===== config.mk =====
export PLATFORM = sky130hd
export DESIGN_NAME = hex_display_counter
export DESIGN_NICKNAME = d
export VERILOG_FILES = /design/src/rtl/seg7_pkg.sv /design/src/rtl/seg7_decode.sv /design/src/rtl/hex_display_counter.sv
export SDC_FILE = /design/constraint.sdc
export NUM_CORES = 1
export LEC_CHECK = 0
export CAP_MARGIN = 20
export CORE_UTILIZATION = 35
export DETAILED_ROUTE_END_ITERATION = 8
export RECOVER_POWER = 50
export SYNTH_ARGS = -nofsm -noshare
export SYNTH_HDL_FRONTEND = slang
export SYNTH_SLANG_ARGS = --single-unit

===== constraint.sdc =====
create_clock -name clk -period 4.3 [get_ports clk]
set_clock_uncertainty 0.2 [all_clocks]
set_input_delay 0.86 -clock clk [delete_from_list [all_inputs] [get_ports clk]]
set_output_delay 0.86 -clock clk [all_outputs]
set_load 0.01 [all_outputs]

===== src/rtl/seg7_pkg.sv =====
// Shared constants for active-low 7-segment display logic.
package seg7_pkg;

  localparam int unsigned NIBBLE_W   = 4;
  localparam int unsigned SEG_W      = 8;
  localparam int unsigned MIN_DIGITS = 1;
  localparam int unsigned MAX_DIGITS = 8;

  // All segments and the decimal point off.
  localparam logic [SEG_W-1:0] SEG_BLANK = 8'hFF;

  localparam logic [NIBBLE_W-1:0] BCD_MAX = 4'd9;

  // Active-low segment bytes for 0..F, bit 7 (DP) always off.
  localparam logic [15:0][SEG_W-1:0] SEG_TABLE = {
    8'h8E, 8'h86, 8'hA1, 8'hC6, 8'h83, 8'h88, 8'h90, 8'h80,
    8'hF8, 8'h82, 8'h92, 8'h99, 8'hB0, 8'hA4, 8'hF9, 8'hC0
  };

  // Saturate a nibble into the decimal range.
  function automatic logic [NIBBLE_W-1:0] bcd_clamp(input logic [NIBBLE_W-1:0] nib);
    return (nib > BCD_MAX) ? BCD_MAX : nib;
  endfunction

endpackage


===== src/rtl/seg7_decode.sv =====
// Combinational nibble to active-low 7-segment byte decoder.
module seg7_decode
  import seg7_pkg::*;
(
  input  logic [NIBBLE_W-1:0] nibble_i,
  output logic [SEG_W-1:0]    seg_o_c
);

  // Table lookup; DP stays off for every code.
  always_comb begin
    seg_o_c = SEG_TABLE[nibble_i];
  end

endmodule


===== src/rtl/hex_display_counter.sv =====
// N-digit hex/BCD up/down counter with prescaled tick, leading-zero
// blanking and blinking, driving active-low 7-segment displays.
module hex_display_counter
  import seg7_pkg::*;
#(
  parameter int unsigned N_DIGITS    = 6,
  parameter int unsigned CLK_HZ      = 50000000,
  parameter int unsigned TICK_HZ     = 10,
  parameter int unsigned BLINK_TICKS = 5
) (
  input  logic                    clk,
  input  logic                    rst_n,
  input  logic                    en,
  input  logic                    up,
  input  logic                    mode_bcd,
  input  logic                    load,
  input  logic [4*N_DIGITS-1:0]   load_val,
  input  logic                    blank_lz,
  input  logic                    blink_en,
  output logic [4*N_DIGITS-1:0]   value,
  output logic                    wrap,
  output logic [8*N_DIGITS-1:0]   hex
);

  localparam int unsigned VW  = NIBBLE_W * N_DIGITS;
  localparam int unsigned HW  = SEG_W * N_DIGITS;
  localparam int unsigned DIV = CLK_HZ / TICK_HZ;
  localparam int unsigned PW  = (DIV > 2) ? $clog2(DIV) : 1;
  localparam int unsigned BW  = (BLINK_TICKS > 1) ? $clog2(BLINK_TICKS) : 1;

  logic [PW-1:0]   presc_q;
  logic [BW-1:0]   blink_cnt_q;
  logic            phase_q;
  logic [VW-1:0]   value_q;
  logic            wrap_q;
  logic [HW-1:0]   hex_q;

  logic            tick_c;
  logic [VW-1:0]   step_d;
  logic            step_wrap_d;
  logic [VW-1:0]   load_d;
  logic [HW-1:0]   hex_d;
  logic [SEG_W-1:0] seg_c [N_DIGITS];

  assign tick_c = (presc_q == PW'(DIV - 1));

  // Free-running prescaler, independent of en.
  always_ff @(posedge clk or negedge rst_n) begin
    if (!rst_n) begin
      presc_q <= '0;
    end else if (tick_c) begin
      presc_q <= '0;
    end else begin
      presc_q <= presc_q + PW'(1);
    end
  end

  // Blink phase flips every BLINK_TICKS ticks, regardless of en/blink_en.
  always_ff @(posedge clk or negedge rst_n) begin
    if (!rst_n) begin
      blink_cnt_q <= '0;
      phase_q     <= 1'b0;
    end else if (tick_c) begin
      if (blink_cnt_q == BW'(BLINK_TICKS - 1)) begin
        blink_cnt_q <= '0;
        phase_q     <= ~phase_q;
      end else begin
        blink_cnt_q <= blink_cnt_q + BW'(1);
      end
    end
  end

  // Next count value: per-digit ripple in BCD, plain add/sub in hex.
  always_comb begin
    logic                carry;
    logic [NIBBLE_W-1:0] dig;
    logic [NIBBLE_W-1:0] nxt;
    carry       = 1'b1;
    dig         = '0;
    nxt         = '0;
    step_d      = value_q;
    step_wrap_d = 1'b0;
    if (mode_bcd) begin
      for (int i = 0; i < int'(N_DIGITS); i++) begin
        dig = value_q[NIBBLE_W*i +: NIBBLE_W];
        nxt = dig;
        if (carry) begin
          if (up) begin
            if (dig >= BCD_MAX) begin
              nxt   = '0;
              carry = 1'b1;
            end else begin
              nxt   = dig + NIBBLE_W'(1);
              carry = 1'b0;
            end
          end else begin
            if (dig == '0) begin
              nxt   = BCD_MAX;
              carry = 1'b1;
            end else if (dig > BCD_MAX) begin
              nxt   = BCD_MAX - NIBBLE_W'(1);
              carry = 1'b0;
            end else begin
              nxt   = dig - NIBBLE_W'(1);
              carry = 1'b0;
            end
          end
        end
        step_d[NIBBLE_W*i +: NIBBLE_W] = nxt;
      end
      step_wrap_d = carry;
    end else begin
      step_d      = up ? (value_q + VW'(1)) : (value_q - VW'(1));
      step_wrap_d = up ? (&value_q) : (value_q == '0);
    end
  end

  // Load value, with nibbles clamped to 9 in BCD mode.
  always_comb begin
    load_d = load_val;
    if (mode_bcd) begin
      for (int i = 0; i < int'(N_DIGITS); i++) begin
        load_d[NIBBLE_W*i +: NIBBLE_W] = bcd_clamp(load_val[NIBBLE_W*i +: NIBBLE_W]);
      end
    end
  end

  // Count register: load beats a count step, which beats hold.
  always_ff @(posedge clk or negedge rst_n) begin
    if (!rst_n) begin
      value_q <= '0;
      wrap_q  <= 1'b0;
    end else if (load) begin
      value_q <= load_d;
      wrap_q  <= 1'b0;
    end else if (tick_c && en) begin
      value_q <= step_d;
      wrap_q  <= step_wrap_d;
    end else begin
      wrap_q  <= 1'b0;
    end
  end

  for (genvar g = 0; g < int'(N_DIGITS); g++) begin : g_dec
    seg7_decode u_dec (
      .nibble_i (value_q[NIBBLE_W*g +: NIBBLE_W]),
      .seg_o_c  (seg_c[g])
    );
  end

  // Display bytes: leading-zero blanking from the top, then blink override.
  always_comb begin
    logic zero_run;
    zero_run = blank_lz;
    hex_d    = '0;
    for (int i = int'(N_DIGITS) - 1; i >= 0; i--) begin
      if (value_q[NIBBLE_W*i +: NIBBLE_W] != '0) begin
        zero_run = 1'b0;
      end
      hex_d[SEG_W*i +: SEG_W] = (zero_run && (i != 0)) ? SEG_BLANK : seg_c[i];
    end
    if (blink_en && phase_q) begin
      hex_d = {N_DIGITS{SEG_BLANK}};
    end
  end

  // Registered display output.
  always_ff @(posedge clk or negedge rst_n) begin
    if (!rst_n) begin
      hex_q <= {N_DIGITS{SEG_BLANK}};
    end else begin
      hex_q <= hex_d;
    end
  end

  assign value = value_q;
  assign wrap  = wrap_q;
  assign hex   = hex_q;

endmodule


Yosys cells after proc, flatten, opt, wreduce, memory -nomap -nowiden
Memory sizes are Yosys's and may differ from the RTL's.
Cells that the tools add are included.
- bits in latches: 0
- bits in writable memories: 0
- register bits: 100
- ROM bits: 768
- memories: 6
- div/mod/pow operators: 0
- multiply operators: 0
- reduce and logical (&&, ||, !) cells: 22
- eq/ne operators: 7
- multiplexer cells: 91
- bitwise logic cells: 1
- $lt $le $gt $ge: 24
- shift-type cells: 0
- add/sub/neg operators: 16
- memory list (name ; depth ; bits a word ; rd ports ; clocked after memory_dff ; wr ports ; RTL line ; RTL):
    (name not given) ; 16 ; 8 ; 1 ; 0 ; 0 ; seg7_decode.sv:11 ; seg_o_c = SEG_TABLE[nibble_i];
    (name not given) ; 16 ; 8 ; 1 ; 0 ; 0 ; seg7_decode.sv:11 ;
    (name not given) ; 16 ; 8 ; 1 ; 0 ; 0 ; seg7_decode.sv:11 ;
    (name not given) ; 16 ; 8 ; 1 ; 0 ; 0 ; seg7_decode.sv:11 ;
    (name not given) ; 16 ; 8 ; 1 ; 0 ; 0 ; seg7_decode.sv:11 ;
    (name not given) ; 16 ; 8 ; 1 ; 0 ; 0 ; seg7_decode.sv:11 ;
- operators by type and width (kind ; number):
    2-to-1 mux 4 bit ; 35
    2-to-1 mux 24 bit ; 5
    2-to-1 mux 8 bit ; 11
    greater-than comparator 4 bit, second input constant ; 12
    2-to-1 mux 48 bit ; 1
    2-to-1 mux 1 bit ; 37
    < comparator 4 x 5 -> 1 bit, second input constant ; 6
    adder 24 x 1 -> 24 bit, second input constant ; 1
    adder 4 x 1 -> 4 bit, second input constant ; 6
    >= comparator 4 bit, second input constant ; 6
    zero test 24 bit ; 1
    zero test 4 bit ; 6
    AND reduction 24 bit ; 1
    subtractor 24 x 1 -> 24 bit, second input constant ; 1
    subtractor 4 x 1 -> 4 bit, second input constant ; 6
    adder 23 x 1 -> 23 bit, second input constant ; 1
    equality test 23 bit, second input constant ; 1
    2-to-1 mux 23 bit ; 1
    nonzero test 4 bit ; 5
    != test 3 x 1 -> 1 bit, second input constant ; 5
    AND reduction 2 bit ; 6
    adder 3 x 1 -> 3 bit, second input constant ; 1
    equality test 3 bit, second input constant ; 1
    2-to-1 mux 3 bit ; 1
    3 further kinds ; 4

Depth between registers and ports, before layout
- depth in word-level cells: 16
- gate-level depth with buffers: 11
- mapped depth without buffers: 9

Modules after synthesis
A second synthesis with hierarchy kept.
- cell total of the unflattened synthesis: 1018
- area, all modules: 8868.5 um^2
- by module, submodules not included (module ; area each (um^2) ; cells an instance ; seq. area each (um^2) ; instances):
    hex_display_counter ; 7149.4 ; 814 ; 2562.5 ; 1
    seg7_decode ; 286.5 ; 34 ; 0.0 ; 6

Worst setup path before layout
No wires, ideal clock.
- path type: input-to-reg
- start: in up
- end: reg value_q[14], in the netlist value[14]
- path buffers: 2
- cell stages on the path: 11
- arrival: 3912 ps
- data required time: 3972 ps
- library setup time: 128 ps
- setup slack: 60 ps
- path through: buf_2 -> clkinv_1 -> clkbuf_1 -> ha_1 -> a211oi_1 -> o21bai_1 -> a221o_1 -> a211oi_2 -> xor2_1 -> o221ai_1 -> mux2_1
- word-level cells in the longest chain between the ends: 8
- elaborated cells between the ends (all ways): 16
- those cells by class: eq/ne (1); mux (14); reduce/logical (1)
- RTL lines (item ; RTL line ; RTL):
    start: declaration ; hex_display_counter.sv:14 ; input logic up,
    2-to-1 mux 1 bit ; hex_display_counter.sv:88 ; if (up) begin
    2-to-1 mux 1 bit ; hex_display_counter.sv:83 ; if (mode_bcd) begin
    2-to-1 mux 1 bit ; hex_display_counter.sv:87 ; if (carry) begin
    2-to-1 mux 1 bit ; hex_display_counter.sv:83 ;
    2-to-1 mux 1 bit ; hex_display_counter.sv:87 ;
    2-to-1 mux 1 bit ; hex_display_counter.sv:83 ;
    != test 3 x 1 -> 1 bit (no line) ; - ;
    AND reduction 2 bit (no line) ; - ;
    end signal: assignment ; hex_display_counter.sv:134 ; value_q <= load_d;
    end signal: assignment ; hex_display_counter.sv:137 ; value_q <= step_d;
    end: declaration ; hex_display_counter.sv:34 ; logic [VW-1:0] value_q;
Several ways; a longest one is shown, not always the timed one. The select of a mux whose other input is x is not followed.
A chain may end at the register's enable or synchronous reset.

Final worst setup path
- start: in up
- end: reg value_q[22], in the netlist value[22]
- word-level cells in the longest chain between the ends: 12
- elaborated cells between the ends (all ways): 22
- those cells by class: eq/ne (1); mux (20); reduce/logical (1)
- RTL lines (item ; RTL line):
    2-to-1 mux 1 bit ; hex_display_counter.sv:88
    2-to-1 mux 1 bit ; hex_display_counter.sv:83
    2-to-1 mux 1 bit ; hex_display_counter.sv:87
    2-to-1 mux 1 bit ; hex_display_counter.sv:83
    2-to-1 mux 1 bit ; hex_display_counter.sv:87
    2-to-1 mux 1 bit ; hex_display_counter.sv:83
    2-to-1 mux 1 bit ; hex_display_counter.sv:87
    2-to-1 mux 1 bit ; hex_display_counter.sv:83
    2-to-1 mux 1 bit ; hex_display_counter.sv:87
    2-to-1 mux 1 bit ; hex_display_counter.sv:83
    != test 3 x 1 -> 1 bit (no line) ; -
    AND reduction 2 bit (no line) ; -
Several ways; a longest one is shown, not always the timed one. The select of a mux whose other input is x is not followed.

==> run summary <==
The run finished, with violations left. The final reports fail on max-capacitance violations, max-slew violations. At the end of routability-driven placement, the weighted congestion stood at 0.880. Summing every instance area after synthesis gives 7820 um2.

The total number of H-tree levels came out at 3. Based on the critical path, the design can be clocked at up to 253 MHz. TritonCTS created 9 clock buffers.

At the worst endpoint, the arrival time is 3.99 ns. The layout cell share with drive strength beyond 1 came out at 10.0%. Global routing consumed, over all layers together, 20.7% of the routing resources. TritonCTS built the clock tree. In this run the mean area of a mapped cell was 8.29 um2.

Counting instances, the worst hold path has a depth of 1. The area added between synthesis and finish is 20.8%. The depth of the worst register-to-register path came out at 11. The biggest fanout along the worst timing path is 10. Detailed placement finished with a half-perimeter wire length of 16600 um. The distinct cell type count of the synthesized netlist came out at 80.

Prior to clock tree synthesis, the placed netlist has a worst setup slack of 0.0693 ns. After synthesis the netlist holds a flip-flop and latch count of 94. The share of the synthesized area in the top cell type came out at 16.6%. In this run, the number of DRC markers left after iteration 0 of detailed routing was 592. The required time of the critical path is 4.34 ns. After layout, the design draws a total of 3.72 mW. The final-report setup violation count came out at 0. The number of enable-type register cells in the synthesized netlist is 0. The transition time at the pin with the least slew margin is 1.85 ns. Across all layers, the routed design uses 7374 vias. The clock period minus final worst setup slack is 3.95 ns. Setup repair after global routing left no endpoint under its margin. The post-layout instance area came out at 9440 um2.

The first global-routing pass estimated 36800 um of wire. The number of I/O port buffers is 98. The setup fix buffers added after clock tree synthesis is 0. The synthesized instance count came out at 943.

The setup path with the least slack is of type in2reg. The global routing usage on met1 came out at 29.7%. The met3 demand-to-capacity share in global routing is 2.68%.

Max-cap violations in this run came to 1. The total negative setup slack is 0 ns. Counting along the longest clock path gives a buffer depth of 2. The number of global-route vias before repair came out at 6884. The global routing's busiest layer is met2. For this run, global-route usage on met2 was measured as 32.1%. The worst-case vdd ir drop came out at 0.227 mV. The initialized floorplan defines 54 standard-cell rows. The number of synthesis warnings came out at 0. The detailed-router iteration count before antenna repair is 6. The post-route fraction of the period consumed by the critical path is 91.8%.

Of all cell types, the one taking the most synthesized area is sky130_fd_sc_hd__dfrtp_1. The path class of the tightest hold or removal check is reg2reg. The area of placed instances is 9160 um2. The normalized max-slew margin came out at -23.3%.

The standard cell core area is 21900 um2. The number of hold buffers added after cts is 0. The worst setup path is captured at a flop. The die covers 22900 um2. Using the TritonRoute via totals, the vias-per-cell ratio works out to 5.59. The share of flip-flops with an asynchronous set or reset after synthesis is 100%.

The maximum number of pins on one net before global-route repair came out at 58. After synthesis, flip-flops and latches occupy 30.8% of the total area. The number of hold violations in the final report came out at 0. The post-cts sizing count is 0. The total power per unit cell area is 394 nW/um2. The final max-slew violation count was 39. The total inserted antenna cells came out at 0. The cell at the root of the clock tree is sky130_fd_sc_hd__clkbuf_16.

The clock transition at the registers of the reported paths came out at 0.07 ns. The worst setup path is launched from an input pin. The I/O pin count is 105.

The most used flip-flop cell after synthesis is sky130_fd_sc_hd__dfrtp_1. The initial antenna violation count is 0. The number of sinks driven by the clock tree came out at 94. The initial standard-cell utilization of the core is 35.7%. The detail route stage leaves a number of antenna-violating nets equal to 0.

The clock latency of the later-clocked register in the worst-skew pair is 0.36 ns. For this run, the post-layout net count is 1132. The worst setup margin is 0.351 ns. The die is 151 um wide. Sorting the synthesized cells by area gives the leading types as sky130_fd_sc_hd__dfrtp_1 (17%), sky130_fd_sc_hd__dfstp_2 (14%), sky130_fd_sc_hd__ha_1 (11%).

The average routed wire per standard cell came out at 17.5 um. The y dimension of the die came out at 151 um. The final standard cell utilization of the core is 43.1%. The count of unresolved DRC violations after routing came out at 0.

Summed over all layers, the global routing overflow is 0. The detailed-route wire length came out at 23100 um. In this run the static leakage power is 3.92 nW.
## final timing paths
kind                            startpoint  slack [ns]           to
worst max-delay path                    up        0.35    value[22]
worst min-delay path            presc_q[4]        0.28   presc_q[4]
worst max register to register   value[17]        0.88    value[22]
worst min register to register  presc_q[4]        0.28   presc_q[4]
max in group asynchronous            rst_n        0.74    value[20]
min in group asynchronous            rst_n        0.64  presc_q[21]
## worst max-delay path, cell delays in order
cell                              delay [ns]
sky130_fd_sc_hd__clkdlybuf4s50_1        0.49
sky130_fd_sc_hd__clkinv_1               0.31
sky130_fd_sc_hd__fa_1                   0.54
sky130_fd_sc_hd__a211oi_1               0.33
sky130_fd_sc_hd__o21bai_1               0.18
sky130_fd_sc_hd__a221o_1                0.38
sky130_fd_sc_hd__a211oi_2               0.28
sky130_fd_sc_hd__buf_4                  0.17
sky130_fd_sc_hd__o21ai_0                0.13
sky130_fd_sc_hd__nor3b_1                0.22
sky130_fd_sc_hd__o21ai_1                0.09
## where the power goes
part           switching, mW  internal [mW]
Sequential             0.153           1.10
Combinational          0.849          0.746
Clock                  0.405          0.467
Total                   1.41           2.31
## layout make-up
cell class,count,area (um2)
well taps,280,350
flip-flops and latches,94,2400
multi-input cells,763,5040
fillers,2223,12400
clock buffers,9,225
clock inverters,7,88.8
inverters,39,146
repair buffers,126,1190
## cell usage after synthesis, types with 4 or more instances
library cell               number
sky130_fd_sc_hd__ha_1          66
sky130_fd_sc_hd__o221ai_1       8
sky130_fd_sc_hd__o21bai_1       9
sky130_fd_sc_hd__mux2i_1       12
sky130_fd_sc_hd__nor4_1         4
sky130_fd_sc_hd__or3b_1         6
sky130_fd_sc_hd__a21oi_1       58
sky130_fd_sc_hd__nand2_1       92
sky130_fd_sc_hd__nor3_1        14
sky130_fd_sc_hd__or3_1          4
sky130_fd_sc_hd__and3_1        10
sky130_fd_sc_hd__o211a_1        4
sky130_fd_sc_hd__o21ai_0       67
sky130_fd_sc_hd__o211ai_1      18
sky130_fd_sc_hd__o31ai_1        5
sky130_fd_sc_hd__o21ai_1       14
sky130_fd_sc_hd__o21a_1         5
sky130_fd_sc_hd__a31oi_1        8
sky130_fd_sc_hd__nor3b_1        8
sky130_fd_sc_hd__nand3b_1       5
sky130_fd_sc_hd__nand2b_1      12
sky130_fd_sc_hd__a22oi_1        7
sky130_fd_sc_hd__nand4_1        9
sky130_fd_sc_hd__xor2_1        19
sky130_fd_sc_hd__dfrtp_1       52
sky130_fd_sc_hd__nor2b_1       15
sky130_fd_sc_hd__nand3_1       42
sky130_fd_sc_hd__buf_4          8
sky130_fd_sc_hd__xnor2_1       19
sky130_fd_sc_hd__a211oi_1      11
sky130_fd_sc_hd__inv_1         36
sky130_fd_sc_hd__and2_1         8
sky130_fd_sc_hd__a32oi_1        4
sky130_fd_sc_hd__clkbuf_1      36
sky130_fd_sc_hd__o311ai_0      20
sky130_fd_sc_hd__dfstp_2       42
sky130_fd_sc_hd__o22ai_1       11
sky130_fd_sc_hd__buf_1          5
sky130_fd_sc_hd__nor2_1        89
sky130_fd_sc_hd__a21o_1        13
## cells by family (layout without fill, tap and decap cells)
| group | after synthesis | after routing | share of synthesized area, % |
|---|---|---|---|
| DFF | 94 | 94 | 30.8 |
| buffers and inverters | 91 | 181 | 4.80 |
| other | 1 | 6 | 0.0480 |
| adders and majority gates | 67 | 67 | 10.8 |
| muxes | 19 | 19 | 2.69 |
| and+or+nand+nor | 333 | 333 | 21.0 |
| AOI/OAI and AO/OA | 300 | 300 | 25.6 |
| xor gates and xnor gates | 38 | 38 | 4.26 |
## flip-flops by register name, indices dropped and copies added, names as in the netlist
signal	count
blink_cnt_q	3
hex	42
phase_q	1
presc_q	23
value	24
wrap	1
## layout by cell type (no fill, tap or decap), types with 10 or more instances in the layout
cell type and count:
sky130_fd_sc_hd__clkdlybuf4s50_1 96, sky130_fd_sc_hd__and3_1 10, sky130_fd_sc_hd__a211oi_1 11, sky130_fd_sc_hd__nand3_1 42
sky130_fd_sc_hd__o211ai_1 18, sky130_fd_sc_hd__mux2i_1 12, sky130_fd_sc_hd__dfstp_2 42, sky130_fd_sc_hd__xor2_1 19
sky130_fd_sc_hd__xnor2_1 19, sky130_fd_sc_hd__nand2_1 92, sky130_fd_sc_hd__buf_4 26, sky130_fd_sc_hd__ha_1 66
sky130_fd_sc_hd__a21o_1 13, sky130_fd_sc_hd__nand2b_1 12, sky130_fd_sc_hd__o21ai_0 67, sky130_fd_sc_hd__nor2_1 89
sky130_fd_sc_hd__o311ai_0 20, sky130_fd_sc_hd__o21ai_1 14, sky130_fd_sc_hd__dfrtp_1 52, sky130_fd_sc_hd__nor3_1 14
sky130_fd_sc_hd__a21oi_1 58, sky130_fd_sc_hd__o22ai_1 11, sky130_fd_sc_hd__inv_1 36, sky130_fd_sc_hd__nor2b_1 15
## layer usage
metal / share of wire [%] / up-vias
met5: 0 / -
met4: 1.6 / 0
met3: 5.0 / 21
met2: 45 / 205
met1: 48 / 3513
li1: - / 3635
## stage by stage
stage	hold WS, ns	std cells
2_1_floorplan	0.246	948
3_3_place_gp	0.263	1302
3_5_place_dp	0.263	1302
4_1_cts	0.280	1318
5_1_grt	0.305	1318
6_report	0.283	1318
Note: power is estimated with default switching activity, not from simulation.
